$ cat config.mk
export PLATFORM = sky130hd
export DESIGN_NAME = fft_sequencer
export DESIGN_NICKNAME = d
export VERILOG_FILES = /design/src/rtl/fft_sequencer.sv
export SDC_FILE = /design/constraint.sdc
export NUM_CORES = 1
export LEC_CHECK = 0
export CORE_UTILIZATION = 51
export CTS_CLUSTER_SIZE = 40
export DETAILED_ROUTE_END_ITERATION = 7
export GPL_TIMING_DRIVEN = 0
export HOLD_SLACK_MARGIN = 0.1
export PLACE_DENSITY = 0.85
export SYNTH_ARGS = -nofsm -noshare
export SYNTH_HDL_FRONTEND = slang
export SYNTH_SLANG_ARGS = --single-unit
export TNS_END_PERCENT = 1
$ cat constraint.sdc
create_clock -name clk -period 4.8 [get_ports clk]
set_clock_uncertainty 0.05 [all_clocks]
set_input_delay 0.48 -clock clk [delete_from_list [all_inputs] [get_ports clk]]
set_output_delay 0.48 -clock clk [all_outputs]
set_load 0.03 [all_outputs]
$ cat src/rtl/fft_sequencer.sv
// Address and control sequencer for a 64-point in-place radix-2 FFT: loads samples in
// bit-reversed order, issues six stages of butterflies, then reads the bins out in natural order.
module fft_sequencer #(
    parameter int BF_WB_MAX = 32
) (
    input  logic       clk,
    input  logic       rst,
    input  logic       in_valid,
    output logic       in_ready,
    output logic       load_we,
    output logic [5:0] load_addr,
    output logic       bf_valid,
    output logic [5:0] bf_addr_a,
    output logic [5:0] bf_addr_b,
    output logic [4:0] tw_idx,
    output logic [2:0] bf_stage,
    input  logic       wb_valid,
    input  logic       out_ready,
    output logic       rd_en,
    output logic [5:0] rd_addr,
    output logic       rd_last,
    output logic       busy,
    output logic       done,
    output logic [2:0] dbg_state
);

    localparam int CW = $clog2(BF_WB_MAX + 1);

    typedef enum logic [2:0] {
        S_IDLE    = 3'd0,
        S_LOAD    = 3'd1,
        S_COMPUTE = 3'd2,
        S_DRAIN   = 3'd3,
        S_UNLOAD  = 3'd4
    } state_t;

    state_t        state_q, state_d;
    logic [5:0]    smp_cnt_q, smp_cnt_d;
    logic [4:0]    k_q, k_d;
    logic [2:0]    stage_q, stage_d;
    logic [CW-1:0] out_cnt_q, out_cnt_d;
    logic [5:0]    rd_cnt_q, rd_cnt_d;
    logic          done_q, done_d;

    // Handshakes: a sample moves when in_valid & in_ready; a bin is read when out_ready is
    // high in UNLOAD; each butterfly is issued by a one-cycle bf_valid and retired by one wb_valid.
    logic accept, issue, wb_ok, rd_fire;
    assign accept  = in_valid && (state_q == S_IDLE || state_q == S_LOAD);
    assign issue   = (state_q == S_COMPUTE) && (out_cnt_q != CW'(BF_WB_MAX));
    assign wb_ok   = wb_valid && (state_q == S_COMPUTE || state_q == S_DRAIN);
    assign rd_fire = (state_q == S_UNLOAD) && out_ready;

    function automatic logic [5:0] bit_rev6(input logic [5:0] v);
        logic [5:0] r;
        for (int i = 0; i < 6; i++) r[i] = v[5-i];
        return r;
    endfunction

    logic [5:0] k_ext, half, j_idx, addr_a;
    always_comb begin
        k_ext  = {1'b0, k_q};
        half   = 6'd1 << stage_q;
        j_idx  = k_ext & (half - 6'd1);
        addr_a = ((k_ext >> stage_q) << (stage_q + 3'd1)) | j_idx;
    end

    always_ff @(posedge clk) begin
        if (rst) begin
            state_q   <= S_IDLE;
            smp_cnt_q <= '0;
            k_q       <= '0;
            stage_q   <= '0;
            out_cnt_q <= '0;
            rd_cnt_q  <= '0;
            done_q    <= 1'b0;
        end else begin
            state_q   <= state_d;
            smp_cnt_q <= smp_cnt_d;
            k_q       <= k_d;
            stage_q   <= stage_d;
            out_cnt_q <= out_cnt_d;
            rd_cnt_q  <= rd_cnt_d;
            done_q    <= done_d;
        end
    end

    always_comb begin
        state_d   = state_q;
        smp_cnt_d = smp_cnt_q;
        k_d       = k_q;
        stage_d   = stage_q;
        rd_cnt_d  = rd_cnt_q;
        done_d    = 1'b0;
        out_cnt_d = out_cnt_q;
        // Simultaneous issue and writeback cancel; a stray writeback never drives the count negative.
        if (issue && !wb_ok) begin
            out_cnt_d = out_cnt_q + CW'(1);
        end else if (!issue && wb_ok && out_cnt_q != '0) begin
            out_cnt_d = out_cnt_q - CW'(1);
        end
        case (state_q)
            S_IDLE: begin
                k_d      = '0;
                stage_d  = '0;
                rd_cnt_d = '0;
                if (accept) begin
                    smp_cnt_d = 6'd1;
                    state_d   = S_LOAD;
                end
            end
            S_LOAD: begin
                if (accept) begin
                    smp_cnt_d = smp_cnt_q + 6'd1;
                    if (smp_cnt_q == 6'd63) state_d = S_COMPUTE;
                end
            end
            S_COMPUTE: begin
                if (issue) begin
                    k_d = k_q + 5'd1;
                    if (k_q == 5'd31) state_d = S_DRAIN;
                end
            end
            S_DRAIN: begin
                // Next stage reads this stage's results, so wait for every writeback.
                if (out_cnt_d == '0) begin
                    if (stage_q == 3'd5) begin
                        state_d = S_UNLOAD;
                    end else begin
                        stage_d = stage_q + 3'd1;
                        state_d = S_COMPUTE;
                    end
                end
            end
            S_UNLOAD: begin
                if (rd_fire) begin
                    rd_cnt_d = rd_cnt_q + 6'd1;
                    if (rd_cnt_q == 6'd63) begin
                        state_d = S_IDLE;
                        done_d  = 1'b1;
                    end
                end
            end
            default: state_d = S_IDLE;
        endcase
    end

    always_comb begin
        in_ready  = (state_q == S_IDLE) || (state_q == S_LOAD);
        load_we   = accept;
        load_addr = '0;
        if (accept && state_q == S_LOAD) load_addr = bit_rev6(smp_cnt_q);
        bf_valid  = issue;
        bf_addr_a = issue ? addr_a : 6'd0;
        bf_addr_b = issue ? addr_a + half : 6'd0;
        tw_idx    = issue ? 5'(j_idx << (3'd5 - stage_q)) : 5'd0;
        bf_stage  = (state_q == S_COMPUTE || state_q == S_DRAIN) ? stage_q : 3'd0;
        rd_en     = rd_fire;
        rd_addr   = rd_fire ? rd_cnt_q : 6'd0;
        rd_last   = rd_fire && (rd_cnt_q == 6'd63);
        busy      = (state_q != S_IDLE);
        done      = done_q && (state_q == S_IDLE);
        dbg_state = state_q;
    end

endmodule

Yosys cells after proc, flatten, opt, wreduce, memory -nomap -nowiden
Cells that the tools add are included. W data, S select, Z words.

Register bits after elaboration: 30. Word-level logic and storage cells: 99. Bits of input ports: 5.

Reduce and logical (&&, ||, !) cells: 28. Multiplexer cells: 29. Add/subtract/negate cells: 9. Shift operators: 4. Equality and inequality tests: 18. Bitwise gates (word level): 4.

Operator list (number): $mux W6 (9); $mux W3 (12); $pmux W6 S2 (2); $add A6 B1 Y6 const B (3); $pmux W3 S5 (1); $eq A6 B6 Y1 const B (2); $ne A2 B2 Y1 const B (6); $sub A6 B1 Y6 const B (2); $logic_and A1 B1 Y1 (10); $mux W5 (2); $pmux W5 S2 (1); $reduce_and A8 Y1 (1); $reduce_bool A2 Y1 (4); $add A6 B6 Y6 (1); $and A5 B6 Y6 (1); $eq A3 B2 Y1 const B (2); $eq A3 B3 Y1 const B (2); $logic_not A6 Y1 (1); $ne A2 B1 Y1 const B (3); $ne A6 B6 Y1 const B (1); $or A6 B6 Y6 (1); $pmux W3 S2 (1); $reduce_and A3 Y1 (2); $reduce_bool A6 Y1 (1); 17 further kinds (21).

Longest topological paths before layout
Depth in word-level cells: 10. Mapped depth: 17. Mapped depth without buffers: 15.

Worst setup path before layout
No wires, ideal clock.

Path type: flip-flop to output port. From: register stage_q[1]. To: output port bf_addr_b[5]. Arrival time: 3.579 ns. Required time: 4.270 ns. Stages on the path, launching flop included: 17. Setup slack: 0.691 ns. Path through: dfxtp_1 clkbuf_1 buf_1 inv_1 ha_1 clkbuf_1 inv_1 a31oi_1 inv_1 ha_1 a21o_1 a21oi_1 o21bai_1 a21oi_1 xor2_1 xnor2_1 nor2_1.

Word-level cells in the longest chain between the ends: 6. Elaborated cells on any way between the ends: 9. Those cells by class: add/sub: 3; shift: 3; mux: 1; bitwise: 2.

Ends and longest elaborated chain: start: declaration (line 40) `logic [2:0] stage_q, stage_d;`; start signal: assignment (line 80) `stage_q <= stage_d;`; $shl A1 B3 Y6 (line 62) `half = 6'd1 << stage_q;`; $sub A6 B1 Y6 (line 63) `j_idx = k_ext & (half - 6'd1);`; $and A5 B6 Y6 (line 63); $or A6 B6 Y6 (line 64) `addr_a = ((k_ext >> stage_q) << (stage_q + 3'd1)) | j_idx;`; $add A6 B6 Y6 * (line 154) `bf_addr_b = issue ? addr_a + half : 6'd0;`; $mux W6 * (line 154); end: declaration (line 14) `output logic [5:0] bf_addr_b,`.

Mark *: on every way between the ends. The rest lies on a longest branch, timed or not.

Worst setup path in the final report
From: register stage_q[1]. To: output port bf_addr_b[3].

The elaborated chain is that of the path after synthesis.

==> impl_metrics.ini <==
[routing]
dr_wl_met3_um = 305
vias_per_cell = 5.60
routed_wl_um = 6230
vias = 2593
antenna_left = 0
dr.max_layer_used = met4
wl_met2_um = 2930
wl_met1_um = 2930
wl_per_cell_um = 13.5
drt-initial-drc-count = 149
first_pass_iters = 5
drc = 0

[setup_path]
crit_arrival_ps = 3900
worstSetupPathType = reg -> out
end_kind = primary output
start_kind = flop
critPathMaxFanout = 10
reg2regPathDepth = 9
crit_required_ps = 4270

[clock_network]
cts_num_sinks = 30
cts_made_buffers = 5
path_clk_slew_ps = 60
cts_buffer_depth = 2
clk_latency_ps = 280
tritoncts = yes
htree_levels = 2
cts_root_buf = clkbuf_8

[global_routing]
grt_max_degree = 12
grt_pass1_vias = 2300
grt_usage_pct = 24.5
gr-total-overflow = 0
grt_pass1_wl_um = 10400
antenna_found_initial = 0

[sta]
setup_viol = 0
hold_viol = 0
max_slew_margin_pct = 52.0
drv_slew = 0
rsz0062_at_grt = false
worstMarginPinSlew_ps = 715
period_share_pct = 92.3
max_freq_mhz = 226
whs_ps = 443
period_needed_ps = 4430

[yosys]
avgSynthCellArea_um2 = 7.54
syn_nets = 367
ys_top_cells_by_area = dfxtp_1 23%, ha_1 9.2%, nor2_1 7.4%
synth_edf_count = 0
ys.flop_type = dfxtp_1
yosysTopAreaCell = dfxtp_1
synth_top_area_share_pct = 23.3
synth_cell_types = 66
synth_cells = 342
async_flop_share_pct = 0
netlist_area_mm2 = 0.00258
ys_seq_area_share_pct = 23.3
synth_seq_cells = 30
ys_warn_count = 0

[die]
initial_core_util_pct = 53.9
die_x_um = 73.1
fp.dieH_um = 73.1
core_mm2 = 0.00479
placementRows = 25
dieArea_mm2 = 0.00534
ios = 47

[placement]
dp_cells = 455
io_buffers = 46
hpwl_um = 4650
place_congestion = 0.904

[finish]
layoutNonFillerInstCount = 463
nNetsFinal = 420
synthToLayoutAreaGrowth_pct = 25.0
final_layout_size_suffix_gt1_share_pct = 8.08
diodes = 0

[job]
maxCapViolations = 0

[power]
p_per_area_mw_per_mm2 = 170
power.leakage_uw = 0.00130
ir_worst_vdd_mv = 0.192

[worst_hold_path]
hold_depth = 2
hold_class = reg -> reg

[run_status]
status = finished clean
-- per-stage QoR --
step                      setup WS [ps]  total power, uW  utilization (%)  instance area, um^2  TNS (ps)
final                               372              549             67.3                 3220         0
after global routing               69.3              572             67.3                 3220         0
after CTS                           200              552             67.3                 3220         0
after detailed placement           -132              340             65.3                 3120      -132
after global placement            -57.1              339             65.3                 3120     -57.1
after floorplan                     691              313                -                 2580         0
-- state kept, by name (all words and copies together) (netlist names) --
register	cells
k_q	5
done_q	1
smp_cnt_q	6
stage_q	3
dbg_state	3
rd_cnt_q	6
out_cnt_q	6
-- Yosys cell counts, drive strengths merged (2+ instances only) --
| master | count |
|---|---|
| a2111oi | 3 |
| a211oi | 3 |
| a21o | 2 |
| a21oi | 17 |
| a221oi | 2 |
| a22oi | 3 |
| a31oi | 3 |
| and2 | 12 |
| and3 | 11 |
| buf | 5 |
| clkbuf | 12 |
| clkinv | 2 |
| dfxtp | 30 |
| ha | 19 |
| inv | 14 |
| mux2 | 4 |
| mux2i | 8 |
| nand2 | 37 |
| nand2b | 3 |
| nand3 | 15 |
| nand4 | 5 |
| nand4b | 2 |
| nor2 | 51 |
| nor2b | 6 |
| nor3 | 6 |
| nor4 | 3 |
| nor4b | 2 |
| o211ai | 3 |
| o21ai | 10 |
| o22ai | 3 |
| o31a | 2 |
| o41ai | 3 |
| or2 | 2 |
| or2b | 2 |
| or3 | 3 |
| xnor2 | 7 |
| xor2 | 12 |
-- cell families (layout without fill, tap and decap cells) --
group	after synthesis	in the layout	synth area share, %
AO/OA/AOI/OAI	63	63	17.3
AND/OR/NAND/NOR	165	165	32.8
multiplexers	12	12	4.85
flip-flops	30	30	23.3
adder cells (fa/ha/maj)	20	20	10.0
XOR/XNOR	19	19	6.45
buffers and inverters	33	87	5.39
-- worst paths after layout --
kind	startpoint	to	slack, ps
worst max-delay path	stage_q[1]$_SDFFE_PP0P_	bf_addr_b[3]	370
worst min-delay path	smp_cnt_q[1]$_SDFFE_PP0P_	smp_cnt_q[1]$_SDFFE_PP0P_	440
worst max register to register	out_cnt_q[0]$_SDFF_PP0_	stage_q[0]$_SDFFE_PP0P_	1800
worst min register to register	smp_cnt_q[1]$_SDFFE_PP0P_	smp_cnt_q[1]$_SDFFE_PP0P_	440
-- timing repair --
item	4_1_cts	5_1_grt
gates resized for setup	4	5
setup buffers	0	0
hold buffers	0	0
endpoints found under the setup margin	3	2
-- cell usage in the layout (no fill, tap or decap), types with 2 or more instances in the layout --
cell / synthesis / final
a21o_1: 2 / 2
xnor2_1: 7 / 7
o21ai_0: 9 / 9
nor2_1: 51 / 51
nand3_1: 15 / 15
o41ai_1: 3 / 3
a2111oi_0: 2 / 2
nor3_1: 6 / 6
and3_1: 10 / 10
a31oi_1: 3 / 2
nand2_1: 37 / 37
a22oi_1: 3 / 3
or2b_1: 2 / 2
mux2_2: 3 / 3
ha_1: 19 / 19
dfxtp_1: 30 / 30
clkinv_1: 2 / 2
and2_1: 12 / 12
nand2b_1: 3 / 3
buf_2: 2 / 3
o211ai_1: 3 / 3
or3_1: 2 / 2
clkbuf_8: 0 / 6
nor2b_1: 6 / 5
xor2_1: 12 / 12
nor4_1: 3 / 3
o22ai_1: 3 / 3
nand4b_1: 2 / 2
a21oi_1: 16 / 16
clkdlybuf4s50_1: 0 / 44
o31a_1: 2 / 2
inv_1: 13 / 13
nand4_1: 4 / 4
clkbuf_1: 11 / 10
clkbuf_2: 1 / 3
a221oi_1: 2 / 2
a211oi_1: 3 / 3
mux2i_1: 8 / 8
-- power by group --
group          switching [uW]  internal [uW]
Sequential               4.03            252
Combinational            51.2           28.4
Clock                    97.6            116
Total                     153            396
-- worst max-delay path, cell delays in order, from the launching register on --
cell and delay (ps):
dfxtp_1 360, clkbuf_2 220, buf_2 230, inv_1 160, ha_1 300, buf_1 270, inv_1 210, a31oi_2 250
inv_1 70, ha_1 290, a21o_1 160, a21oi_1 230, xnor2_1 90, nor2_1 80, clkdlybuf4s50_1 670
-- cell type report --
type                    count  area, um^2
repair buffers             46         458
inverters                  16        60.1
fillers                   414        1560
clock buffers               7        86.3
clock inverters             1        5.00
multi-input cells         279        1850
flip-flops and latches     30         601
well taps                  67        83.8
plain buffers              17        81.3
-- layer usage --
metal / vias to the layer above / GRT usage, %
met5: - / 0
met4: 0 / 7.63
met3: 11 / 4.01
met2: 71 / 40.6
met1: 1206 / 32.5
li1: 1305 / -
Power figures use the tool's default switching activity.
